`src/rtl/clint_pkg.sv`:
```
// Shared constants, FSM encoding and byte-lane helper for the CLINT timer slice.
package clint_pkg;

  localparam logic [15:0] MSIP_OFS     = 16'h0000;
  localparam logic [15:0] MTIMECMP_OFS = 16'h4000;
  localparam logic [15:0] MTIME_OFS    = 16'hBFF8;

  // A compare value of all-ones keeps mtip low until software programs it.
  localparam logic [63:0] MTIMECMP_RST = 64'hFFFF_FFFF_FFFF_FFFF;

  typedef logic [0:0] state_t;
  localparam state_t StIdle = 1'b0;
  localparam state_t StResp = 1'b1;

  function automatic logic [63:0] apply_wstrb(input logic [63:0] old_val,
                                              input logic [63:0] wdata,
                                              input logic [7:0]  strb);
    logic [63:0] res;
    for (int b = 0; b < 8; b++) begin
      res[8*b +: 8] = strb[b] ? wdata[8*b +: 8] : old_val[8*b +: 8];
    end
    return res;
  endfunction

endpackage

```
`src/rtl/clint_prescaler.sv`:
```
// Divider that produces the mtime tick once every 2^TIME_DIV_LOG2 clocks.
module clint_prescaler
  import clint_pkg::*;
#(
  parameter int unsigned TIME_DIV_LOG2 = 3
) (
  input  logic clk,
  input  logic rst,
  input  logic halt,
  input  logic clear,
  output logic tick
);

  localparam int unsigned CntW = (TIME_DIV_LOG2 == 0) ? 1 : TIME_DIV_LOG2;

  logic [CntW-1:0] cnt_q, cnt_d;
  logic            terminal;

  // With no division the counter never leaves 0 and every cycle is terminal.
  assign terminal = (TIME_DIV_LOG2 == 0) ? 1'b1 : (&cnt_q);
  assign tick     = terminal & ~halt;

  always_comb begin
    cnt_d = cnt_q;
    if (clear) begin
      cnt_d = '0;
    end else if (!halt) begin
      cnt_d = terminal ? '0 : cnt_q + 1'b1;
    end
  end

  always_ff @(posedge clk or posedge rst) begin
    if (rst) begin
      cnt_q <= '0;
    end else begin
      cnt_q <= cnt_d;
    end
  end

endmodule

```
`src/rtl/clint_timer.sv`:
```
// CLINT timer: mtime/mtimecmp/msip registers behind a single-outstanding MMIO port.
// Define CLINT_DEBUG_STOP_EN to add the debug_halt input that freezes mtime.
module clint_timer
  import clint_pkg::*;
#(
  parameter int unsigned HART_NUM      = 1,
  parameter int unsigned TIME_DIV_LOG2 = 3,
  parameter logic [63:0] BASE_ADDR     = 64'h0200_0000
) (
  input  logic                clk,
  input  logic                rst,
`ifdef CLINT_DEBUG_STOP_EN
  input  logic                debug_halt,
`endif
  input  logic                req_valid,
  output logic                req_ready,
  input  logic                req_we,
  input  logic [63:0]         req_addr,
  input  logic [63:0]         req_wdata,
  input  logic [7:0]          req_wstrb,
  output logic                resp_valid,
  input  logic                resp_ready,
  output logic [63:0]         resp_rdata,
  output logic                resp_err,
  output logic [HART_NUM-1:0] mtip,
  output logic [HART_NUM-1:0] msip,
  output logic [63:0]         mtime_o
);

  state_t              state_q, state_d;
  logic [63:0]         rdata_q, rdata_d;
  logic                err_q, err_d;
  logic [63:0]         mtime_q, mtime_d;
  logic [63:0]         cmp_q [HART_NUM];
  logic [63:0]         cmp_d [HART_NUM];
  logic [HART_NUM-1:0] msip_q, msip_d;
  logic [HART_NUM-1:0] mtip_q, mtip_d;

  logic [63:0]         ofs;
  logic [HART_NUM-1:0] hit_msip, hit_cmp;
  logic                hit_mtime, mapped;
  logic [63:0]         rd_val;
  logic                accept, wr, mtime_wr;
  logic                halt, tick;

`ifdef CLINT_DEBUG_STOP_EN
  assign halt = debug_halt;
`else
  assign halt = 1'b0;
`endif

  assign accept   = req_valid & (state_q == StIdle);
  assign wr       = accept & req_we;
  assign mtime_wr = wr & hit_mtime;

  // Exact-match decode; misaligned or out-of-range hart slots fall through as unmapped.
  assign ofs = req_addr - BASE_ADDR;

  always_comb begin
    hit_msip = '0;
    hit_cmp  = '0;
    for (int h = 0; h < int'(HART_NUM); h++) begin
      hit_msip[h] = (ofs == 64'(MSIP_OFS) + 64'(4 * h));
      hit_cmp[h]  = (ofs == 64'(MTIMECMP_OFS) + 64'(8 * h));
    end
    hit_mtime = (ofs == 64'(MTIME_OFS));
    mapped    = (|hit_msip) | (|hit_cmp) | hit_mtime;
  end

  always_comb begin
    rd_val = '0;
    for (int h = 0; h < int'(HART_NUM); h++) begin
      if (hit_msip[h]) rd_val = {63'b0, msip_q[h]};
      if (hit_cmp[h])  rd_val = cmp_q[h];
    end
    if (hit_mtime) rd_val = mtime_q;
  end

  always_comb begin
    state_d = state_q;
    rdata_d = rdata_q;
    err_d   = err_q;
    case (state_q)
      StIdle: begin
        if (req_valid) begin
          state_d = StResp;
          rdata_d = (req_we || !mapped) ? 64'b0 : rd_val;
          err_d   = ~mapped;
        end
      end
      StResp: begin
        if (resp_ready) state_d = StIdle;
      end
      default: state_d = StIdle;
    endcase
  end

  clint_prescaler #(
    .TIME_DIV_LOG2(TIME_DIV_LOG2)
  ) u_prescaler (
    .clk  (clk),
    .rst  (rst),
    .halt (halt),
    .clear(mtime_wr),
    .tick (tick)
  );

  // A software write to mtime wins over a coincident tick.
  always_comb begin
    mtime_d = mtime_q;
    if (mtime_wr) begin
      mtime_d = apply_wstrb(mtime_q, req_wdata, req_wstrb);
    end else if (tick) begin
      mtime_d = mtime_q + 64'd1;
    end
  end

  always_comb begin
    msip_d = msip_q;
    for (int h = 0; h < int'(HART_NUM); h++) begin
      cmp_d[h]  = cmp_q[h];
      mtip_d[h] = (mtime_q >= cmp_q[h]);
      if (wr && hit_msip[h] && req_wstrb[0]) msip_d[h] = req_wdata[0];
      if (wr && hit_cmp[h]) cmp_d[h] = apply_wstrb(cmp_q[h], req_wdata, req_wstrb);
    end
  end

  always_ff @(posedge clk or posedge rst) begin
    if (rst) begin
      state_q <= StIdle;
      rdata_q <= '0;
      err_q   <= 1'b0;
      mtime_q <= '0;
      msip_q  <= '0;
      mtip_q  <= '0;
      for (int h = 0; h < int'(HART_NUM); h++) cmp_q[h] <= MTIMECMP_RST;
    end else begin
      state_q <= state_d;
      rdata_q <= rdata_d;
      err_q   <= err_d;
      mtime_q <= mtime_d;
      msip_q  <= msip_d;
      mtip_q  <= mtip_d;
      for (int h = 0; h < int'(HART_NUM); h++) cmp_q[h] <= cmp_d[h];
    end
  end

  assign req_ready  = (state_q == StIdle);
  assign resp_valid = (state_q == StResp);
  assign resp_rdata = rdata_q;
  assign resp_err   = err_q;
  assign mtip       = mtip_q;
  assign msip       = msip_q;
  assign mtime_o    = mtime_q;

endmodule

```
`config.mk`:
```
export PLATFORM = sky130hd
export DESIGN_NAME = clint_timer
export DESIGN_NICKNAME = d
export VERILOG_FILES = /design/src/rtl/clint_pkg.sv /design/src/rtl/clint_prescaler.sv /design/src/rtl/clint_timer.sv
export SDC_FILE = /design/constraint.sdc
export NUM_CORES = 1
export LEC_CHECK = 0
export CAP_MARGIN = 20
export CORE_ASPECT_RATIO = 0.6
export CORE_MARGIN = 10
export CORE_UTILIZATION = 51
export CTS_CLUSTER_DIAMETER = 120
export DETAILED_ROUTE_END_ITERATION = 16
export GPL_ROUTABILITY_DRIVEN = 0
export PLACE_DENSITY = 0.81
export SETUP_SLACK_MARGIN = 0.02
export SYNTH_ARGS = -nofsm -noshare
export SYNTH_HDL_FRONTEND = slang
export SYNTH_SLANG_ARGS = --single-unit
export TNS_END_PERCENT = 30
```
`constraint.sdc`:
```
create_clock -name clk -period 6.7 [get_ports clk]
set_input_delay 0.67 -clock clk [delete_from_list [all_inputs] [get_ports clk]]
set_output_delay 0.67 -clock clk [all_outputs]
set_load 0.01 [all_outputs]
```
==> metrics.yaml <==
initial_utilization_pct: 52.0
grtUsageTotal_pct: 27.0
fillerInstances: 1783
synth_top_cell_by_area: "dfrtp_1"
drt_iter0_markers: 1460
drv_slew: 0
drtPass1Iterations: 6
min_to: "u_prescaler.cnt_q[0]$_DFF_PP0_"
final_core_util_pct: 67.4
endpoint_kind: "flip-flop"
rsz0062_at_grt: "false"
syn-cell-area_um2: 12100
cp_max_fo: 19
postCtsHoldBufs: 0
synth_cell_types: 79
die-height_um: 139
period_minus_slack_ns: 4.93
io-pin-count: 274
synthArstFlopShare_pct: 100
rows: 43
p_leak_nw: 6.07
synth_fp_nets: 1477
synth_common_cells: "dfrtp_1, nand2_1, inv_1"
yosysTopAreaCellShare_pct: 28.0
cts_max_level: 4
grt_max_degree: 118
seq_area_frac_synth_pct: 41.9
reg2reg_slack_ns: 3.06
ys_warn_count: 0
cts_tree: "done"
crit_arrival_ns: 5.26
hold_viol_final: 0
core_area_um2: 23200
synth-edff-count: 0
p_total_w: 0.00248
clk_root_buffer_cell: "clkbuf_16"
ys_ff_latch: 199
grt_first_pass_wirelength_mm: 66.0
drt_wl_total_mm: 41.9
syn_area_per_cell_um2: 9.51
clock-skew-final_ns: 0.00848
holdWs_ns: 0.442
insertion_delay_ns: 0.45
portBuffers: 273
critPathKind: "input port to flip-flop"
cellPowerDensity_nw_per_um2: 159
grt_overflow: 0
dieArea_um2: 30400
fmaxAchievable_ghz: 0.203
grt_pass1_vias: 11400
setup_tns_ns: 0
syn_inst: 1268
finalWorstSetupSlack_ns: 1.77
timing.rr.end: "mtime_o[22]$_DFFE_PP0P_"
ant_nets: 0
path_clk_slew_ns: 0.07
num_antenna_cells: 0
worstMarginPinSlew_ns: 1.14
pre_cts_ws_ns: 1.48
dpl.hpwl_mm: 31.8
cts_buffers: 17
slew_headroom_pct: 24.2
holdPathStages: 1
vias: 11800
cap_violations: 0
hold_path_startpoint: "u_prescaler.cnt_q[0]$_DFF_PP0_"
fin_crit_sh_pct: 73.6
synthFlopType: "dfrtp_1"
synth_area_leaders: "dfrtp_1, dfstp_2, ha_1, mux2_2, nand2_1"
drive_above_1_share_pct: 13.4
start_kind: "input port"
status: "finished clean"
fin_nets: 1730
cts.sinks: 199
die_w_um: 219
cts_setup_buffers: 0
clockBufferDepth: 2
area_growth_syn_to_layout_pct: 29.5
hold_class: "flip-flop to flip-flop"
drc: 0
reg2reg_from: "resp_valid$_DFF_PP0_"
cts_resized: 0
finalSetupViolCount: 0
vias_per_cell: 6.36
avgRoutedWirePerCell_um: 22.7
antenna_found_initial: 2
rr_worst_depth: 8
irDropWorstVdd_uv: 201
cp_data_required_time_ns: 7.02
placed cells by master (no fill, tap or decap), drive strengths merged, types with 3 or more instances in the layout:
cell           count
o21a               4
o31ai              7
and4              13
bufinv             3
clkbuf            24
o22ai             14
o211ai            12
nor3b              5
nand4             44
nor2              63
a211oi            33
o21ai             95
a21oi             38
a31oi              7
mux2              67
o21bai             6
or3               14
clkinv             4
o221a             11
or4               10
dfstp             64
nand2            136
nand3             59
nor3              39
nor4              23
buf               11
ha                68
and2              14
dfrtp            135
nand2b             6
a21o              19
and3              19
a22oi             63
nor2b              5
inv               87
clkdlybuf4s50    273
stage by stage:
| step | std cells | area, um2 |
|---|---|---|
| floorplan | 1268 | 12100 |
| global placement | 1817 | 15000 |
| detailed placement | 1817 | 15000 |
| CTS | 1849 | 15600 |
| global route | 1849 | 15600 |
| finish | 1849 | 15600 |
worst max-delay path by stage:
stage | start | endpoint
floorplan | rst | msip$_DFFE_PP0P_
CTS | req_addr[28] | mtime_o[24]$_DFFE_PP0P_
finish | req_addr[28] | mtime_o[22]$_DFFE_PP0P_
global route | req_addr[25] | resp_rdata[57]$_DFFE_PP0P_
global placement | req_addr[28] | mtime_o[15]$_DFFE_PP0P_
detailed placement | req_addr[25] | resp_rdata[60]$_DFFE_PP0P_
critical path, cell delays in order:
cell	delay [ns]
clkdlybuf4s50_1	0.46
nor4_4	0.66
nand4_1	0.39
o21a_1	0.33
or4_1	0.54
nor4b_2	0.59
and2_1	0.79
nor3_1	0.36
a211oi_1	0.37
nor2_1	0.08
kinds of logic (layout without fill, tap and decap cells):
group | count (synthesis) | after routing | synth area share [%]
AOI/OAI and AO/OA | 332 | 332 | 18.4
xor gates and xnor gates | 3 | 3 | 0.218
adders and majority gates | 68 | 68 | 7.05
buffers and inverters | 138 | 404 | 4.99
DFF | 199 | 199 | 41.9
muxes | 68 | 68 | 6.34
and+or+nand+nor | 460 | 460 | 21.0
power breakdown:
part | leakage (nW) | internal, W | total (W) | switching (W)
clock network | 0.296 | 0.000626 | 0.00108 | 0.000459
logic | 3.32 | 0.0000918 | 0.000194 | 0.000102
registers | 2.45 | 0.00120 | 0.00121 | 0.00000137
state kept, by name, summed over array words and instances, names as in the netlist:
signal             cells
resp_rdata            64
msip                   1
cmp_q                 64
resp_valid             1
mtime_o               64
u_prescaler.cnt_q      3
mtip                   1
resp_err               1
area by class of cell:
class,instances,area (um2),share of cell area [%]
Clock inverter,8,120,0.769
Inverter,88,338,2.16
Timing Repair Buffer,284,2820,18.0
Multi-Input combinational cell,931,6410,41.0
Tap cell,315,394,2.52
Sequential cell,199,5060,32.4
Clock buffer,24,492,3.15
routing by layer:
metal  share of wire, %  track usage (%)
met1                 44             38.5
met2                 44             40.6
met3                 10             6.69
met4                1.5             5.35
met5                  0                0
(Power assumes the default switching activity.)
